**src/rtl/fetch_redirect_ctrl_pkg.sv**
```systemverilog
// Shared definitions for fetch_redirect_ctrl: data width, FSM encoding,
// default reset/trap vectors and an alignment helper.
`ifndef DATA_WIDTH
`define DATA_WIDTH 32
`endif

package fetch_redirect_ctrl_pkg;

  typedef enum logic [1:0] {
    ST_IDLE  = 2'd0,
    ST_RUN   = 2'd1,
    ST_DRAIN = 2'd2
  } fetch_state_e;

  localparam logic [`DATA_WIDTH-1:0] DEF_RESET_PC    = 32'h0000_0000;
  localparam logic [`DATA_WIDTH-1:0] DEF_TRAP_VECTOR = 32'h0000_0100;
  localparam logic [`DATA_WIDTH-1:0] PC_STEP         = 32'h0000_0004;
  localparam logic [`DATA_WIDTH-1:0] ALIGN_MASK      = 32'hFFFF_FFFC;

  function automatic logic [`DATA_WIDTH-1:0] word_align(input logic [`DATA_WIDTH-1:0] addr);
    return addr & ALIGN_MASK;
  endfunction

endpackage

```
**src/rtl/fetch_redirect_ctrl_pc_next_sel.sv**
```systemverilog
// Next fetch PC selection: redirect target (or trap vector), sequential
// increment, or hold, in that priority order.
`ifndef DATA_WIDTH
`define DATA_WIDTH 32
`endif

module pc_next_sel
  import fetch_redirect_ctrl_pkg::*;
#(
  parameter logic [`DATA_WIDTH-1:0] TRAP_VECTOR = DEF_TRAP_VECTOR
) (
  input  logic [`DATA_WIDTH-1:0] pc,
  input  logic [`DATA_WIDTH-1:0] target,
  input  logic                   redirect,
  input  logic                   trap,
  input  logic                   advance,
  output logic [`DATA_WIDTH-1:0] pc_next
);

  // Priority mux; the increment wraps naturally at the top of the address space.
  always_comb begin
    pc_next = pc;
    if (redirect) begin
      if (trap) begin
        pc_next = TRAP_VECTOR;
      end else begin
        pc_next = target;
      end
    end else if (advance) begin
      pc_next = pc + PC_STEP;
    end else begin
      pc_next = pc;
    end
  end

endmodule

```
**src/rtl/fetch_redirect_ctrl.sv**
```systemverilog
// Fetch PC owner: single-outstanding imem handshake, branch redirect, pipeline
// flushes and stale-response drain. Optional macro: BRANCH_MISALIGN_CHECK_EN.
`ifndef DATA_WIDTH
`define DATA_WIDTH 32
`endif

module fetch_redirect_ctrl
  import fetch_redirect_ctrl_pkg::*;
#(
  parameter logic [`DATA_WIDTH-1:0] RESET_PC    = DEF_RESET_PC,
  parameter logic [`DATA_WIDTH-1:0] TRAP_VECTOR = DEF_TRAP_VECTOR
) (
  input  logic                   clk,
  input  logic                   rst_n,
  input  logic                   ex_valid,
  input  logic                   branch_res,
  input  logic [`DATA_WIDTH-1:0] branch_target,
  input  logic                   stall,
  output logic                   imem_req,
  output logic [`DATA_WIDTH-1:0] imem_addr,
  input  logic                   imem_gnt,
  input  logic                   imem_rvalid,
  input  logic [`DATA_WIDTH-1:0] imem_rdata,
  output logic                   if_valid,
  output logic [`DATA_WIDTH-1:0] if_pc,
  output logic [`DATA_WIDTH-1:0] if_instr,
  output logic                   flush_if_id,
  output logic                   flush_id_ex,
  output logic                   misalign_exc,
  output logic [`DATA_WIDTH-1:0] misalign_addr
);

  fetch_state_e           state_r;
  fetch_state_e           state_nxt_s;
  logic [`DATA_WIDTH-1:0] pc_r;
  logic [`DATA_WIDTH-1:0] pc_nxt_s;
  logic [`DATA_WIDTH-1:0] req_pc_r;
  logic [`DATA_WIDTH-1:0] target_s;
  logic                   outstanding_r;
  logic                   outstanding_nxt_s;
  logic                   imem_req_s;
  logic                   redirect_s;
  logic                   gnt_s;
  logic                   rsp_s;
  logic                   deliver_s;
  logic                   trap_s;

`ifdef BRANCH_MISALIGN_CHECK_EN
  logic                   misalign_exc_r;
  logic [`DATA_WIDTH-1:0] misalign_addr_r;

  assign target_s = branch_target;
  assign trap_s   = redirect_s & (branch_target[1:0] != 2'b00);

  // Exception pulse one cycle after a misaligned redirect; address sticks until the next one.
  always_ff @(posedge clk or negedge rst_n) begin
    if (!rst_n) begin
      misalign_exc_r  <= 1'b0;
      misalign_addr_r <= {`DATA_WIDTH{1'b0}};
    end else begin
      misalign_exc_r <= trap_s;
      if (trap_s) begin
        misalign_addr_r <= branch_target;
      end else begin
        misalign_addr_r <= misalign_addr_r;
      end
    end
  end

  assign misalign_exc  = misalign_exc_r;
  assign misalign_addr = misalign_addr_r;
`else
  assign target_s      = word_align(branch_target);
  assign trap_s        = 1'b0;
  assign misalign_exc  = 1'b0;
  assign misalign_addr = {`DATA_WIDTH{1'b0}};
`endif

  // Per-state handshake decode; redirects are ignored in the post-reset IDLE cycle.
  always_comb begin
    imem_req_s = 1'b0;
    redirect_s = 1'b0;
    deliver_s  = 1'b0;
    rsp_s      = imem_rvalid & outstanding_r;
    case (state_r)
      ST_IDLE: begin
        imem_req_s = 1'b0;
        redirect_s = 1'b0;
      end
      ST_RUN: begin
        imem_req_s = ~outstanding_r & ~stall;
        redirect_s = ex_valid & branch_res;
        deliver_s  = rsp_s & ~redirect_s;
      end
      ST_DRAIN: begin
        redirect_s = ex_valid & branch_res;
      end
      default: begin
        imem_req_s = 1'b0;
        redirect_s = 1'b0;
      end
    endcase
  end

  assign gnt_s = imem_req_s & imem_gnt;

  // A grant in the same cycle as a response leaves the new request outstanding.
  always_comb begin
    if (gnt_s) begin
      outstanding_nxt_s = 1'b1;
    end else if (rsp_s) begin
      outstanding_nxt_s = 1'b0;
    end else begin
      outstanding_nxt_s = outstanding_r;
    end
  end

  // DRAIN is needed only when a request will still be in flight after the redirect.
  always_comb begin
    state_nxt_s = state_r;
    case (state_r)
      ST_IDLE: state_nxt_s = ST_RUN;
      ST_RUN: begin
        if (redirect_s && outstanding_nxt_s) begin
          state_nxt_s = ST_DRAIN;
        end else begin
          state_nxt_s = ST_RUN;
        end
      end
      ST_DRAIN: begin
        if (rsp_s) begin
          state_nxt_s = ST_RUN;
        end else begin
          state_nxt_s = ST_DRAIN;
        end
      end
      default: state_nxt_s = ST_IDLE;
    endcase
  end

  pc_next_sel #(
    .TRAP_VECTOR(TRAP_VECTOR)
  ) u_pc_next_sel (
    .pc      (pc_r),
    .target  (target_s),
    .redirect(redirect_s),
    .trap    (trap_s),
    .advance (gnt_s),
    .pc_next (pc_nxt_s)
  );

  // State, PC and outstanding-request tracking.
  always_ff @(posedge clk or negedge rst_n) begin
    if (!rst_n) begin
      state_r       <= ST_IDLE;
      pc_r          <= RESET_PC;
      req_pc_r      <= {`DATA_WIDTH{1'b0}};
      outstanding_r <= 1'b0;
    end else begin
      state_r       <= state_nxt_s;
      pc_r          <= pc_nxt_s;
      outstanding_r <= outstanding_nxt_s;
      if (gnt_s) begin
        req_pc_r <= pc_r;
      end else begin
        req_pc_r <= req_pc_r;
      end
    end
  end

  assign imem_req    = imem_req_s;
  assign imem_addr   = pc_r;
  assign if_valid    = deliver_s;
  assign if_pc       = deliver_s ? req_pc_r : {`DATA_WIDTH{1'b0}};
  assign if_instr    = deliver_s ? imem_rdata : {`DATA_WIDTH{1'b0}};
  assign flush_if_id = redirect_s;
  assign flush_id_ex = redirect_s;

endmodule

```
**config.mk**
```make
export PLATFORM = sky130hd
export DESIGN_NAME = fetch_redirect_ctrl
export DESIGN_NICKNAME = d
export VERILOG_FILES = /design/src/rtl/fetch_redirect_ctrl_pkg.sv /design/src/rtl/fetch_redirect_ctrl_pc_next_sel.sv /design/src/rtl/fetch_redirect_ctrl.sv
export SDC_FILE = /design/constraint.sdc
export NUM_CORES = 1
export LEC_CHECK = 0
export BUFFER_PORTS_ARGS = -buffer_cell sky130_fd_sc_hd__clkbuf_2
export CAP_MARGIN = 20
export CORE_MARGIN = 2
export CORE_UTILIZATION = 46
export CTS_BUF_LIST = sky130_fd_sc_hd__clkbuf_16
export DETAILED_ROUTE_END_ITERATION = 8
export GPL_ROUTABILITY_DRIVEN = 0
export PLACE_DENSITY_LB_ADDON = 0.1
export SYNTH_ARGS = -nofsm -noshare
export SYNTH_HDL_FRONTEND = slang
export SYNTH_HIERARCHICAL = 1
export SYNTH_SLANG_ARGS = --single-unit
```
**constraint.sdc**
```tcl
create_clock -name clk -period 2.7 [get_ports clk]
set_clock_uncertainty 0.15 [all_clocks]
set_input_delay 0.135 -clock clk [delete_from_list [all_inputs] [get_ports clk]]
set_output_delay 0.135 -clock clk [all_outputs]
set_load 0.01 [all_outputs]
```
==> run_results.csv <==
group,metric,value,unit
logic_synthesis,synthDistinctLibCells,42,
worst_setup_path,crit_path_start_kind,"flop",
logic_synthesis,netlist_top_cells_area,"sky130_fd_sc_hd__dfrtp_1 42%, sky130_fd_sc_hd__mux2_4 11%, sky130_fd_sc_hd__and2_1 11%",
sta,timing.final.crit_period,2.40,ns
layout,final_layout_size_suffix_gt1_share,38.7,%
worst_setup_path,cp.required,2.41,ns
global_routing,wire_length_of_the_first_global_routing_pass,15600,um
global_routing,number_of_antenna_violations_at_the_first_check_in_global_routing,0,
logic_synthesis,asyncSetResetFlopFracSynth,100,%
place,place_worst_setup_slack,0.403,ns
floorplan,coreArea,8300,sq um
detailed_routing,postRouteAntennaNets,0,
detailed_routing,detail_route.wl_per_cell,13.9,um
floorplan,design.portCount,204,
floorplan,placement_rows,33,
detailed_routing,first_iter_violations,83,
clock_network,clock_latency,0.32,ns
power,power_density,458,nW/um^2
global_routing,grt_overflow,0,
clock_network,cts.repair_timing.setup_buffer_count,0,
logic_synthesis,synthDominantCellAreaShare,42.2,%
worst_setup_path,crit_path_top_delay_cell,"sky130_fd_sc_hd__a21oi_4",
sta,timing.final.setup_violations,0,
run_status,outcome,"complete, no violations",
detailed_routing,avgViaCountPerCell,4.80,
layout,areaGrowthSynthToFinish,34.2,%
power,total_leakage_power,2.77,nW
worst_setup_path,path_class,"flop to output pin",
clock_network,tritoncts,"done",
clock_network,cts_num_sinks,67,
worst_setup_path,worst_ep_arrival_time,2.12,ns
sta,fin_tns_setup,0,ns
global_routing,maximum_number_of_pins_on_one_net_before_global_route_repair,45,
sta,final_min_period_over_clock_period,89.0,%
clock_network,htree_num_levels,3,
floorplan,die_area,9400,sq um
logic_synthesis,postSynthAreaPerCell,10.4,sq um
logic_synthesis,syn_area,3980,sq um
logic_synthesis,yosysWarnings,6,
sta,timing.max_slew.rel_slack,49.5,%
logic_synthesis,ys_ff_latch,67,
worst_setup_path,critical_path.max_fanout,44,
logic_synthesis,synth_edf_count,0,
logic_synthesis,ys_seq_area_share,42.2,%
worst_setup_path,cpPeakStageDelay,0.44,ns
detailed_routing,detail_route.first_pass.iterations,4,
detailed_routing,drt_wl_total,9650,um
run,maxCapViolations,0,
clock_network,clkTransAtPathRegs,0.05,ns
place,port-buffer-count,168,
detailed_routing,num_vias,3325,
clock_network,cts_buffer_depth,2,
layout,n_antenna_cell,0,
sta,tightest_slew,0.757,ns
hold_path,hp-class,"input pin to flop",
logic_synthesis,netlist_instances,382,
clock_network,cts-root-buf,"sky130_fd_sc_hd__clkbuf_16",
sta,rsz0062_at_grt,"false",
detailed_routing,drcViolationCount,0,
worst_setup_path,timing.critical_path.cells,"inv_1, ha_1, nand3_1, a21oi_4, buf_12, and2_1, clkbuf_2",
global_routing,number_of_global_route_vias_before_repair,3175,
place,place.detailed.hpwl,6880,um
floorplan,die-width,97.0,um
layout,layout.nets,659,
logic_synthesis,synth_top_area_cell,"sky130_fd_sc_hd__dfrtp_1",
worst_setup_path,reg2reg_setup_slack,0.42,ns
sta,hold_viol,0,
worst_setup_path,timing.critical_path.to_type,"output pin",
sta,worst_slack,0.298,ns
sta,max_freq,416,MHz
logic_synthesis,synth_ff_type,"sky130_fd_sc_hd__dfrtp_1",
floorplan,die_extent_in_y,97.0,um
sta,drv_slew,0,
clock_network,numCtsBuffers,9,
power,ir_drop,0.335,mV
floorplan,initial_core_util,47.9,%
global_routing,grt.total_usage,20.4,%
==> critical path, delay by kind of cell (launching register included) <==
family | cells | cell delay, ns
AOI/OAI and AO/OA | 1 | 0.44
adders and majority gates | 1 | 0.19
buffers and inverters | 3 | 0.45
DFF | 1 | 0.39
and+or+nand+nor | 2 | 0.31
==> per-layer routing <==
metal | vias up | track usage [%] | wire, um
li1 | 1611 | - | -
met1 | 1578 | 26.3 | 4130
met2 | 127 | 33.9 | 4820
met3 | 9 | 4.26 | 580
met4 | 0 | 7.48 | 123
met5 | - | 0 | 0
==> worst paths after layout <==
kind	start	endpoint	cells after the start
max in group asynchronous	rst_n	state_r[0]$_DFF_PN0_	3
worst min register to register	req_pc_r[0]$_DFFE_PN0P_	req_pc_r[0]$_DFFE_PN0P_	1
worst min-delay path	imem_rvalid	outstanding_r$_DFF_PN0_	3
min in group asynchronous	rst_n	req_pc_r[16]$_DFFE_PN0P_	2
worst max register to register	state_r[1]$_DFF_PN0_	imem_addr[31]$_DFF_PN0_	7
worst max-delay path	state_r[1]$_DFF_PN0_	if_instr[10]	7
==> flip-flops by register name, indices dropped and copies added, names as in the netlist <==
signal and cells:
outstanding_r 1, state_r 2, imem_addr 32, req_pc_r 32
==> cell families (layout without fill, tap and decap cells) <==
| group | after synthesis | count (layout) | synth area share, % |
|---|---|---|---|
| buffers and inverters | 60 | 229 | 10.9 |
| XOR/XNOR | 27 | 27 | 5.95 |
| flip-flops | 67 | 67 | 42.2 |
| other | 1 | 37 | 0.0943 |
| multiplexers | 33 | 33 | 12.0 |
| AND/OR/NAND/NOR | 146 | 146 | 21.1 |
| adder cells (fa/ha/maj) | 5 | 5 | 1.57 |
| AO/OA/AOI/OAI | 43 | 43 | 6.23 |
==> synth_stat cells (2+ instances only) <==
library cell	number
sky130_fd_sc_hd__o21ai_1	3
sky130_fd_sc_hd__inv_1	7
sky130_fd_sc_hd__xor2_1	22
sky130_fd_sc_hd__buf_2	2
sky130_fd_sc_hd__nand2_1	32
sky130_fd_sc_hd__o21ai_0	20
sky130_fd_sc_hd__nand3_1	9
sky130_fd_sc_hd__buf_6	2
sky130_fd_sc_hd__clkbuf_2	6
sky130_fd_sc_hd__mux2_2	4
sky130_fd_sc_hd__nor3b_1	2
sky130_fd_sc_hd__buf_12	3
sky130_fd_sc_hd__clkbuf_1	4
sky130_fd_sc_hd__nand4_1	13
sky130_fd_sc_hd__and2_1	67
sky130_fd_sc_hd__mux2_4	28
sky130_fd_sc_hd__buf_4	36
sky130_fd_sc_hd__a21oi_1	11
sky130_fd_sc_hd__a22o_1	2
sky130_fd_sc_hd__xnor2_1	5
sky130_fd_sc_hd__dfrtp_1	67
sky130_fd_sc_hd__nor2_1	7
sky130_fd_sc_hd__and4_4	2
sky130_fd_sc_hd__ha_1	5
sky130_fd_sc_hd__and3_1	6
==> through the flow <==
step                      hold WS, ns  power, mW  cell area, sq um  instances  utilization, %
after floorplan                -0.311       1.30              4110        418               -
after global placement         0.0973       1.42              4770        646            57.5
after detailed placement       0.0973       1.43              4770        646            57.5
after CTS                      0.0236       2.48              5340        692            64.3
after global routing           0.0415       2.56              5340        692            64.3
final                          0.0378       2.45              5340        692            64.3
==> final cells by class <==
type,instances,area (sq um)
Fill cell,687,2960
Multi-Input combinational cell,291,2010
Sequential cell,67,1680
Timing Repair Buffer,207,1240
Clock buffer,9,225
Tap cell,105,131
Clock inverter,6,27.5
Inverter,7,26.3
==> cell usage in the layout, fill, tap and decap left out, types with 6 or more instances in the layout <==
cell and count:
sky130_fd_sc_hd__a21oi_1 10, sky130_fd_sc_hd__and2_1 67, sky130_fd_sc_hd__and3_1 6, sky130_fd_sc_hd__buf_4 6
sky130_fd_sc_hd__clkbuf_16 9, sky130_fd_sc_hd__clkbuf_2 167, sky130_fd_sc_hd__conb_1 37, sky130_fd_sc_hd__dfrtp_1 67
sky130_fd_sc_hd__dlygate4sd3_1 31, sky130_fd_sc_hd__inv_1 10, sky130_fd_sc_hd__mux2_4 28, sky130_fd_sc_hd__nand2_1 32
sky130_fd_sc_hd__nand3_1 9, sky130_fd_sc_hd__nand4_1 13, sky130_fd_sc_hd__nor2_1 6, sky130_fd_sc_hd__o21ai_0 20
sky130_fd_sc_hd__xor2_1 22
==> power by group <==
group | switching [mW] | internal, mW
sequential | 0.0838 | 1.06
clock | 0.398 | 0.600
combinational | 0.159 | 0.150
total | 0.640 | 1.81
==> what timing repair did <==
| item | CTS | global route |
|---|---|---|
| gates resized for setup | 0 | 0 |
| hold buffers | 31 | 0 |
| endpoints found under the hold margin | 61 | 0 |
No activity file was read; power rests on OpenSTA's default activity.
